### config.mk
export PLATFORM = sky130hd
export DESIGN_NAME = dcache_scrub_scheduler
export DESIGN_NICKNAME = d
export VERILOG_FILES = /design/src/rtl/dcache_scrub_scheduler.sv
export SDC_FILE = /design/constraint.sdc
export NUM_CORES = 1
export LEC_CHECK = 0
export BUFFER_PORTS_ARGS = -buffer_cell sky130_fd_sc_hd__buf_2
export CAP_MARGIN = 20
export CORE_ASPECT_RATIO = 0.9
export CORE_UTILIZATION = 34
export DETAILED_ROUTE_END_ITERATION = 10
export GPL_ROUTABILITY_DRIVEN = 0
export REMOVE_ABC_BUFFERS = 1
export SYNTH_ARGS = -nofsm -noshare
export SYNTH_HDL_FRONTEND = slang
export SYNTH_SLANG_ARGS = --single-unit
### constraint.sdc
create_clock -name clk_i -period 7.2 [get_ports clk_i]
set_clock_uncertainty 0.1 [all_clocks]
set_input_delay 2.16 -clock clk_i [delete_from_list [all_inputs] [get_ports clk_i]]
set_output_delay 2.16 -clock clk_i [all_outputs]
set_load 0.05 [all_outputs]
### src/rtl/dcache_scrub_scheduler.sv
// Purpose: background SECDED scrub walk sharing the data-cache SRAM port with foreground traffic.
// Latency: read grant at T, ECC verdict sampled at T+1, earliest writeback grant at T+2.
// Backpressure: foreground wins the port unless the scrubber has been denied STARVE_LIMIT cycles.
module dcache_scrub_scheduler #(
  parameter int NUM_WAYS     = 8,
  parameter int INDEX_W      = 8,
  parameter int INTERVAL_W   = 16,
  parameter int STARVE_LIMIT = 64,
  parameter int CNT_W        = 16
) (
  input  logic                     clk_i,
  input  logic                     rst_ni,
  input  logic                     en_i,
  input  logic [INTERVAL_W-1:0]    interval_i,
  input  logic                     fg_req_i,
  input  logic                     fg_we_i,
  input  logic [INDEX_W-1:0]       fg_idx_i,
  output logic                     fg_gnt_o,
  output logic                     scrub_req_o,
  output logic                     scrub_we_o,
  output logic [INDEX_W-1:0]       scrub_idx_o,
  output logic [NUM_WAYS-1:0]      scrub_way_o,
  input  logic [NUM_WAYS-1:0][1:0] ecc_err_i,
  output logic                     scrub_done_o,
  output logic                     busy_o,
  output logic [CNT_W-1:0]         corr_cnt_o,
  output logic [CNT_W-1:0]         uncorr_cnt_o
);

  localparam int STARVE_W = $clog2(STARVE_LIMIT + 1);
  localparam int PC_W     = $clog2(NUM_WAYS + 1);
  localparam logic [STARVE_W-1:0]   STARVE_MAX = STARVE_W'(STARVE_LIMIT);
  localparam logic [STARVE_W-1:0]   STARVE_ONE = STARVE_W'(1);
  localparam logic [INTERVAL_W-1:0] IVL_ONE    = INTERVAL_W'(1);
  localparam logic [INDEX_W-1:0]    IDX_ONE    = INDEX_W'(1);

  typedef enum logic [1:0] {IDLE, READ, CHECK, WRITE} state_t;

  state_t                state, state_nxt;
  logic [INTERVAL_W-1:0] ivl_cnt;
  logic [INTERVAL_W-1:0] ivl_eff;
  logic                  ivl_hit;
  logic [STARVE_W-1:0]   starve_cnt;
  logic                  forced;
  logic                  grant;
  logic                  advance;
  logic [NUM_WAYS-1:0]   corr_mask;
  logic [NUM_WAYS-1:0]   corr_now;
  logic [NUM_WAYS-1:0]   uncorr_now;
  logic [PC_W-1:0]       corr_pc;
  logic [PC_W-1:0]       uncorr_pc;

  // Saturating accumulate of a per-set way count into a statistics counter.
  function automatic logic [CNT_W-1:0] sat_add(input logic [CNT_W-1:0] a, input logic [PC_W-1:0] b);
    logic [CNT_W:0] s;
    s = {1'b0, a} + {{(CNT_W + 1 - PC_W){1'b0}}, b};
    return s[CNT_W] ? {CNT_W{1'b1}} : s[CNT_W-1:0];
  endfunction

  // Interval compare (0 behaves as 1), forced grant and ECC verdict decode.
  always_comb begin
    ivl_eff    = (interval_i == '0) ? IVL_ONE : interval_i;
    ivl_hit    = (ivl_cnt >= (ivl_eff - IVL_ONE));
    forced     = (starve_cnt == STARVE_MAX);
    grant      = ~fg_req_i | forced;
    corr_now   = '0;
    uncorr_now = '0;
    corr_pc    = '0;
    uncorr_pc  = '0;
    for (int w = 0; w < NUM_WAYS; w++) begin
      corr_now[w]   = ecc_err_i[w][0] & ~ecc_err_i[w][1];
      uncorr_now[w] = ecc_err_i[w][1];
      corr_pc       = corr_pc + PC_W'(corr_now[w]);
      uncorr_pc     = uncorr_pc + PC_W'(uncorr_now[w]);
    end
  end

  // Next-state logic and port-ownership outputs.
  always_comb begin
    state_nxt   = state;
    fg_gnt_o    = fg_req_i;
    scrub_req_o = 1'b0;
    scrub_we_o  = 1'b0;
    scrub_way_o = '0;
    advance     = 1'b0;
    case (state)
      IDLE: begin
        if (en_i && ivl_hit) state_nxt = READ;
      end
      READ: begin
        fg_gnt_o    = fg_req_i & ~forced;
        scrub_way_o = '1;
        if (grant) begin
          scrub_req_o = 1'b1;
          state_nxt   = CHECK;
        end else if (!en_i) begin
          state_nxt = IDLE;
        end
      end
      CHECK: begin
        if (|corr_now) begin
          state_nxt = WRITE;
        end else begin
          state_nxt = IDLE;
          advance   = 1'b1;
        end
      end
      WRITE: begin
        fg_gnt_o    = fg_req_i & ~forced;
        scrub_we_o  = 1'b1;
        scrub_way_o = corr_mask;
        if (grant) begin
          scrub_req_o = 1'b1;
          state_nxt   = IDLE;
          advance     = 1'b1;
        end else if (fg_we_i && (fg_idx_i == scrub_idx_o)) begin
          // Denied here means foreground holds the port; its write to this set
          // already refreshed the line, so re-read instead of writing stale data.
          state_nxt = READ;
        end
      end
      default: state_nxt = IDLE;
    endcase
  end

  assign busy_o = (state != IDLE);

  // State register.
  always_ff @(posedge clk_i) begin
    if (!rst_ni) state <= IDLE;
    else         state <= state_nxt;
  end

  // Interval timer: runs only while enabled in IDLE, restarts on every launch.
  always_ff @(posedge clk_i) begin
    if (!rst_ni)                                 ivl_cnt <= '0;
    else if (state == IDLE && en_i && !ivl_hit) ivl_cnt <= ivl_cnt + IVL_ONE;
    else                                         ivl_cnt <= '0;
  end

  // Starve counter: counts denied scrub cycles, saturating at the forced-grant level.
  always_ff @(posedge clk_i) begin
    if (!rst_ni)                                                   starve_cnt <= '0;
    else if ((state == READ || state == WRITE) && !grant && !forced) starve_cnt <= starve_cnt + STARVE_ONE;
    else if ((state == READ || state == WRITE) && !grant)            starve_cnt <= starve_cnt;
    else                                                           starve_cnt <= '0;
  end

  // Correctable-way mask and error statistics captured in CHECK.
  always_ff @(posedge clk_i) begin
    if (!rst_ni) begin
      corr_mask    <= '0;
      corr_cnt_o   <= '0;
      uncorr_cnt_o <= '0;
    end else if (state == CHECK) begin
      corr_mask    <= corr_now;
      corr_cnt_o   <= sat_add(corr_cnt_o, corr_pc);
      uncorr_cnt_o <= sat_add(uncorr_cnt_o, uncorr_pc);
    end
  end

  // Scrub index walk and wrap pulse.
  always_ff @(posedge clk_i) begin
    if (!rst_ni) begin
      scrub_idx_o  <= '0;
      scrub_done_o <= 1'b0;
    end else begin
      scrub_done_o <= advance && (scrub_idx_o == '1);
      if (advance) scrub_idx_o <= scrub_idx_o + IDX_ONE;
    end
  end

endmodule
==> results.sh, run 1 <==
export IMPL_status="finished, final reports clean"
export IMPL_die_h_um=112.2
export IMPL_p_leak_nw=2.355
export IMPL_cp_startpoint="interval_i[4]"
export IMPL_antennaDiodeCount=0
export IMPL_initialDrtViolationCount=269
export IMPL_cts_sinks=74
export IMPL_clock_latency_ns=0.33
export IMPL_cts_made_buffers=9
export IMPL_vias=4164
export IMPL_drive_above_1_share_pct=20.00
export IMPL_port_buffers=97
export IMPL_grt_overflow=0
export IMPL_die_w_um=124.5
export IMPL_vias_per_cell=5.147
export IMPL_synth_area_sq_mm=0.004591
export IMPL_r2r_end="corr_cnt_o[15]"
export IMPL_synth_enable_flop_cells=0
export IMPL_cts_setup_buffers=0
export IMPL_slew_headroom_pct=25.06
export IMPL_synth_cell_type_count=60
export IMPL_hold_viol_final=0
export IMPL_core_area_sq_mm=0.01293
export IMPL_synth_mux_area_share_pct=0.4361
export IMPL_htreeDepth=3
export IMPL_wirelength_um=11160
export IMPL_start_util_pct=35.50
export IMPL_endpoint="ivl_cnt[15]"
export IMPL_area_growth_pct=21.40
export IMPL_nets=728
export IMPL_crit_arrival_ns=6.02
export IMPL_grt_pass1_vias=3819
export IMPL_cts_repair_resized=0
export IMPL_rows=39
export IMPL_grt_max_degree=33
export IMPL_synth_most_common_cell="dfxtp_1"
export IMPL_synth_cells=546
export IMPL_synth_simple_area_share_pct=23.41
export IMPL_grt_pass1_wl_um=18530
export IMPL_synth_xor_area_share_pct=10.68
export IMPL_synth_main_ff_cell="dfxtp_1"
export IMPL_path_clk_slew_ns=0.05
export IMPL_yosysTopAreaCell="dfxtp_1"
export IMPL_gr_usage_all_layers_pct=16.23
export IMPL_ys_warn_count=0
export IMPL_synth_compound_area_share_pct=15.13
export IMPL_antenna_found_initial=0
export IMPL_netlist_top_cells_count="dfxtp_1, nor2_1, a21oi_1, nand2_1, inv_1"
export IMPL_final_min_clock_period_ns=5.929
export IMPL_hold_buffers=0
export IMPL_clock_path_buffers=2
export IMPL_startpoint_type="primary input"
export IMPL_critPathKind="primary input to flop"
export IMPL_synth_area_leaders="dfxtp_1, ha_1, xnor2_1"
export IMPL_fin_util_pct=43.10
export IMPL_min_path_type="flop to flop"
export IMPL_yosysTopAreaCellShare_pct=32.27
export IMPL_crit_fanout=16
export IMPL_drv_cap=0
export IMPL_first_pass_iters=4
export IMPL_reg2reg_depth=12
export IMPL_ys_ff_latch=74
export IMPL_synth_top_family_by_area="simple AND/OR/NAND/NOR gates"
export IMPL_root_buffer="clkbuf_16"
export IMPL_cts_tree="built"
export IMPL_async_reset_ff_share_pct=0
export IMPL_powerDensity_mw_per_mm2=180.5
export IMPL_setup_viol=0
export IMPL_maxSlewViolCount=0
export IMPL_endpoint_kind="flop"
export IMPL_max_slew_worst_pin_slew_ns=1.114
export IMPL_ios=98
export IMPL_crit_required_ns=7.29
export IMPL_ys_seq_area_share_pct=32.27
export IMPL_synthAdderAreaFrac_pct=13.36
export IMPL_syn_area_per_cell_sq_um=8.408
export IMPL_rsz0062_at_grt="false"
export IMPL_r2r_start="corr_cnt_o[0]"
export IMPL_irDropWorstVdd_mv=0.1208
export IMPL_finalCritPeriodShare_pct=82.35
export IMPL_fmax_mhz=168.7
export IMPL_route_detailed_drc=0
export IMPL_wl_per_cell_um=13.79
export IMPL_reg2reg_setup_slack_ns=3.26
export IMPL_tns_ns=0
export IMPL_die_area_sq_mm=0.01397
export IMPL_dpl_hpwl_um=8546
export IMPL_final_antenna_net_count=0
-- stage by stage --
| step | instances | area [sq um] | setup slack [ns] | hold WS [ns] | total power [mW] |
|---|---|---|---|---|---|
| 2_1_floorplan | 530 | 4521 | 1.605 | 0.3255 | 0.4773 |
| 3_3_place_gp | 792 | 5219 | 1.138 | 0.3386 | 0.5095 |
| 3_5_place_dp | 792 | 5219 | 0.9417 | 0.3493 | 0.5139 |
| 4_1_cts | 808 | 5558 | 1.291 | 0.3570 | 1.016 |
| 5_1_grt | 809 | 5573 | 0.9459 | 0.3715 | 1.047 |
| 6_report | 809 | 5573 | 1.271 | 0.3562 | 1.006 |
-- worst max-delay path: stages --
cell	delay, ns
buf_2	0.13
or4_1	0.54
or2_1	0.27
nor3_1	0.36
nor2_1	0.11
ha_1	0.23
nand2_1	0.11
nor2_1	0.11
nand2_1	0.08
xor2_1	0.07
ha_1	0.29
nand4_1	0.11
nor3_1	0.29
or4b_1	0.51
nand4_1	0.53
nor2_1	0.11
-- power by group --
part / internal [mW] / switching [mW]
sequential: 0.410 / 0.000468
clock: 0.331 / 0.170
combinational: 0.0414 / 0.0529
total: 0.782 / 0.223
-- worst min path at each step --
stage,from,endpoint,slack [ns],depth (start not counted)
after global placement,starve_cnt[0],starve_cnt[0],0.34,1
after CTS,corr_mask[1],corr_mask[1],0.36,2
after global routing,corr_mask[1],corr_mask[1],0.37,2
final,corr_mask[2],corr_mask[2],0.36,2
after detailed placement,corr_mask[1],corr_mask[1],0.35,2
after floorplan,ivl_cnt[0],ivl_cnt[0],0.33,1
-- cell families (layout without fill, tap and decap cells) --
kind of cell               after synthesis  after routing
xor gates and xnor gates                56             56
muxes                                    2              2
AOI/OAI and AO/OA                      107            107
buffers and inverters                   55            154
DFF                                     74             74
adders and majority gates               43             43
and+or+nand+nor                        209            209
-- metal layers --
| metal | global-route usage (%) | up-vias | share of wire (%) |
|---|---|---|---|
| met1 | 22.06 | 1961 | 50 |
| met2 | 25.34 | 85 | 44 |
| met4 | 4.819 | 0 | 1.5 |
| met5 | 0 | - | 0 |
| met3 | 4.099 | 15 | 4.3 |
| li1 | - | 2103 | - |
-- area by class of cell --
| class | instances | area, sq um |
|---|---|---|
| fillers | 1276 | 7358 |
| multi-input cells | 417 | 2893 |
| flip-flops and latches | 74 | 1481 |
| repair buffers | 99 | 508.0 |
| clock buffers | 12 | 266.5 |
| well taps | 164 | 205.2 |
| inverters | 39 | 146.4 |
| clock inverters | 4 | 72.57 |
-- registers in the layout, indices dropped and copies added (netlist names) --
signal	count
state	2
ivl_cnt	16
uncorr_cnt_o	16
corr_mask	8
scrub_done_o	1
corr_cnt_o	16
starve_cnt	7
scrub_idx_o	8
-- cell usage in the layout, fill, tap and decap left out, types with 5 or more instances in the layout --
cell type and instances:
and3_1 5, a21o_1 5, xnor2_1 35, nor3_1 15, inv_1 39, a21oi_1 46, nor2_1 59, nor4_1 7
nand2b_1 9, clkbuf_16 9, ha_1 33, fa_1 10, nand2_1 40, dfxtp_1 74, o21ai_0 17, a31oi_1 7
or3_1 8, buf_2 97, nand4_1 11, nand3_1 22, nor2b_1 5, xor2_1 21
Power figures use the tool's default switching activity.
==> run 2: changes to the inputs <==
- clock period: 7.2 -> 6.1 ns (I/O delays scaled with it)
==> results.sh, run 2 (synthesis results as in run 1) <==
export IMPL_post_place_ws_ns=0.2835
export IMPL_layout_setup_ws_ns=0.6008
export IMPL_min_path_type="flop to flop"
export IMPL_vias_per_cell=5.131
export IMPL_grt_pass1_wl_um=18900
export IMPL_grt_pass1_vias=3874
export IMPL_p_leak_nw=2.327
export IMPL_cts_setup_buffers=0
export IMPL_crit_required_ns=6.22
export IMPL_seqCellArea_sq_mm=0.001481
export IMPL_crit_arrival_ns=5.62
export IMPL_rsz0062_at_grt="false"
export IMPL_fin_util_pct=42.65
export IMPL_final_cells=809
export IMPL_htreeDepth=3
export IMPL_status="finished, final reports clean"
export IMPL_nets=730
export IMPL_critPathKind="primary input to flop"
export IMPL_crit_fanout=11
export IMPL_startpoint_type="primary input"
export IMPL_placed_cells=794
export IMPL_initialDrtViolationCount=235
export IMPL_slew_headroom_pct=29.64
export IMPL_final_common_cell="buf_2"
export IMPL_powerDensity_mw_per_mm2=192.3
export IMPL_hold_viol_final=0
export IMPL_top_regs="corr_cnt_o x16, ivl_cnt x16, uncorr_cnt_o x16"
export IMPL_area_growth_pct=20.14
export IMPL_antennaDiodeCount=0
export IMPL_place_area_sq_mm=0.005234
export IMPL_die_h_um=112.2
export IMPL_ios=98
export IMPL_hold_buffers=0
export IMPL_vias=4151
export IMPL_route_detailed_drc=0
export IMPL_r2r_start="corr_cnt_o[0]"
export IMPL_cts_tree="built"
export IMPL_final_min_clock_period_ns=5.499
export IMPL_final_antenna_net_count=0
export IMPL_reg2reg_setup_slack_ns=2.21
export IMPL_path_clk_slew_ns=0.05
export IMPL_root_buffer="clkbuf_16"
export IMPL_drv_cap=0
export IMPL_design_area_sq_mm=0.005515
export IMPL_endpoint_kind="flop"
export IMPL_grt_overflow=0
export IMPL_die_area_sq_mm=0.01397
export IMPL_grt_max_degree=33
export IMPL_cts_repair_resized=0
export IMPL_first_pass_iters=4
export IMPL_port_buffers=97
export IMPL_layout_common_cells="buf_2, dfxtp_1, nor2_1, a21oi_1, nand2_1"
export IMPL_max_slew_worst_pin_slew_ns=1.046
export IMPL_fmax_mhz=181.8
export IMPL_clock_latency_ns=0.33
export IMPL_drive_above_1_share_pct=19.38
export IMPL_wirelength_um=11530
export IMPL_min_delay_start="starve_cnt[0]"
export IMPL_hold_path_depth=1
export IMPL_r2r_end="corr_cnt_o[15]"
export IMPL_cts_sinks=74
export IMPL_min_to="starve_cnt[0]"
export IMPL_die_w_um=124.5
export IMPL_maxSlewViolCount=0
export IMPL_multi_input_area_sq_mm=0.002893
export IMPL_finalCritPeriodShare_pct=90.15
export IMPL_gr_usage_all_layers_pct=16.74
export IMPL_reg2reg_depth=12
export IMPL_setup_viol=0
export IMPL_dpl_hpwl_um=8852
export IMPL_start_util_pct=35.50
export IMPL_tns_ns=0
export IMPL_cts_made_buffers=9
export IMPL_wl_per_cell_um=14.25
export IMPL_core_area_sq_mm=0.01293
export IMPL_clock_path_buffers=2
export IMPL_antenna_found_initial=0
export IMPL_rows=39
export IMPL_irDropWorstVdd_mv=0.1277
export IMPL_fillers=1294
run 2: cell type report:
type                    instances  share of cell area, %
repair buffers                101                  9.710
clock buffers                  14                  4.605
well taps                     164                  3.721
inverters                      39                  2.654
flip-flops and latches         74                  26.86
multi-input cells             417                  52.45
run 2: how the worst max path moves through the flow:
stage,start,to,slack [ns],depth (start not counted)
floorplan,interval_i[0],ivl_cnt[10],0.83,15
global placement,ecc_err_i[1],uncorr_cnt_o[12],0.43,13
detailed placement,interval_i[0],ivl_cnt[3],0.28,17
CTS,interval_i[0],ivl_cnt[6],0.63,17
global route,interval_i[0],ivl_cnt[6],0.31,17
finish,interval_i[0],ivl_cnt[6],0.60,17
run 2: critical path: stages:
cell     delay [ns]
buf_2          0.11
or4_1          0.56
or2_1          0.26
nor3_1         0.36
nor2_1         0.12
ha_1           0.23
nand2_1        0.12
nor2_1         0.11
nand2_1        0.08
xor2_1         0.07
ha_1           0.29
nand4_1        0.12
nor3_1         0.30
or4b_1         0.51
nand4_1        0.24
buf_4          0.23
nor2_1         0.07
run 2: metal layers:
layer	up-vias	GRT usage, %	wire length [um]
li1	2106	-	-
met1	1933	22.49	5496
met2	101	26.45	5203
met3	11	3.765	684
met4	0	5.703	143
met5	-	0	0
run 2: power by group:
group	switching [mW]	leakage, nW	internal, mW
clock	0.182	0.123	0.282
combinational	0.0618	1.61	0.0497
sequential	0.000574	0.596	0.484
run 2: metrics by stage:
step	hold slack (ns)	power (mW)
floorplan	0.3255	0.5633
global placement	0.3374	0.6030
detailed placement	0.3444	0.6060
CTS	0.3565	1.074
global route	0.3817	1.111
finish	0.3502	1.061
==> run 3: changes to the inputs <==
- CORE_MARGIN: not set -> 5
==> results.sh, run 3 (synthesis results as in run 1) <==
export IMPL_status="finished, final reports clean"
export IMPL_crit_path_max_incr_delay_ns=0.54
export IMPL_antennaDiodeCount=0
export IMPL_wirelength_um=11500
export IMPL_wl_per_cell_um=14.13
export IMPL_clock_path_buffers=2
export IMPL_cts_repair_resized=0
export IMPL_vias_per_cell=5.139
export IMPL_path_common_cell="nor2_1"
export IMPL_first_pass_iters=4
export IMPL_die_w_um=132.5
export IMPL_htreeDepth=3
export IMPL_setup_viol=0
export IMPL_layout_setup_ws_ns=0.6101
export IMPL_start_util_pct=34.48
export IMPL_clock_latency_ns=0.33
export IMPL_hold_buffers=0
export IMPL_layout_common_cells="buf_2, dfxtp_1, nor2_1, a21oi_1, nand2_1"
export IMPL_nets=729
export IMPL_crit_family="simple AND/OR/NAND/NOR gates"
export IMPL_vias=4183
export IMPL_cts_tree="built"
export IMPL_final_min_clock_period_ns=5.490
export IMPL_cts_setup_buffers=0
export IMPL_powerDensity_mw_per_mm2=201.0
export IMPL_root_buffer="clkbuf_16"
export IMPL_crit_fanout=11
export IMPL_rsz0062_at_grt="false"
export IMPL_final_common_cell="buf_2"
export IMPL_top_regs="corr_cnt_o x16, ivl_cnt x16, uncorr_cnt_o x16"
export IMPL_grt_pass1_vias=3961
export IMPL_path_clk_slew_ns=0.06
export IMPL_startpoint_type="primary input"
export IMPL_antenna_found_initial=0
export IMPL_critPathSlowestCell="or4_1"
export IMPL_die_h_um=120.2
export IMPL_crit_required_ns=6.22
export IMPL_drive_above_1_share_pct=19.97
export IMPL_irDropWorstVdd_mv=0.1189
export IMPL_hold_viol_final=0
export IMPL_grt_overflow=0
export IMPL_port_buffers=97
export IMPL_crit_buf_inv=2
export IMPL_path_cells="buf_2 > or4_1 > or2_1 > nor3_1 > nor2_1 > ha_1 > nand2_1 > nor2_1 > nand2_1 > xor2_1 > ha_1 > nand4_1 > nor3_1 > or4b_1 > nand4_1 > buf_4 > nor2_1"
export IMPL_timing_hold_ws_ns=0.3524
export IMPL_drv_cap=0
export IMPL_core_area_sq_mm=0.01331
export IMPL_route_detailed_drc=0
export IMPL_initialDrtViolationCount=204
export IMPL_final_antenna_net_count=0
export IMPL_grt_pass1_wl_um=19030
export IMPL_p_leak_nw=2.339
export IMPL_min_path_type="flop to flop"
export IMPL_grt_max_degree=33
export IMPL_ios=98
export IMPL_area_growth_pct=21.01
export IMPL_critPathKind="primary input to flop"
export IMPL_maxSlewViolCount=0
export IMPL_post_place_ws_ns=0.3058
export IMPL_die_area_sq_mm=0.01593
export IMPL_dpl_hpwl_um=9041
export IMPL_cts_sinks=74
export IMPL_max_slew_worst_pin_slew_ns=0.9144
export IMPL_cts_made_buffers=9
export IMPL_endpoint_kind="flop"
export IMPL_rows=40
export IMPL_finalCritPeriodShare_pct=90.00
export IMPL_crit_arrival_ns=5.61
export IMPL_slew_headroom_pct=38.48
export IMPL_gr_usage_all_layers_pct=14.44
export IMPL_tns_ns=0
export IMPL_fmax_mhz=182.2
==> run 3: worst paths after layout <==
check	from	end	slack [ns]	cells past startpoint
max	interval_i[4]	ivl_cnt[14]	0.61	17
min	starve_cnt[0]	starve_cnt[0]	0.35	1
max reg2reg	corr_cnt_o[0]	corr_cnt_o[15]	2.16	12
min reg2reg	starve_cnt[0]	starve_cnt[0]	0.35	1
==> run 3: metal layers <==
metal  up-vias  share of wire [%]  routed length [um]  GRT usage [%]
met4         0                1.2                 133          3.377
met5         -                  0                   0              0
met1      1962                 49                5664          20.13
li1       2103                  -                   -              -
met2       110                 45                5178          22.67
met3         8                4.6                 524          3.453
==> run 3: final cells by class <==
cell class,instances,area (sq um)
fill,1354,7757
multi-input combinational,417,2893
sequential,74,1481
timing repair buffer,100,528.0
clock buffer,10,229.0
tap,168,210.2
inverter,39,146.4
clock inverter,6,67.56
==> run 3: power breakdown <==
part	leakage [nW]	switching [mW]	total, mW	internal [mW]
clock	0.139	0.203	0.520	0.317
combinational	1.60	0.0621	0.112	0.0498
sequential	0.596	0.000585	0.485	0.484
total	2.34	0.266	1.12	0.851
==> run 3: stage by stage <==
stage | util (%) | instance area, sq um | cells | total power [mW]
4_1_cts | 41.52 | 5528 | 813 | 1.133
3_3_place_gp | 39.30 | 5231 | 797 | 0.6035
3_5_place_dp | 39.30 | 5231 | 797 | 0.6063
5_1_grt | 41.73 | 5555 | 814 | 1.170
6_report | 41.73 | 5555 | 814 | 1.116
2_1_floorplan | - | 4521 | 530 | 0.5633
==> run 3: worst reg2reg max path, stage by stage (launching register included) <==
cell and delay (ns):
dfxtp_1 0.35, fa_1 0.54, inv_1 0.05, fa_1 0.45, fa_1 0.49, inv_1 0.05, fa_1 0.40, fa_1 0.43
a21oi_1 0.25, o21ba_2 0.16, nor3b_1 0.08, nand2_1 0.31, a31oi_1 0.15
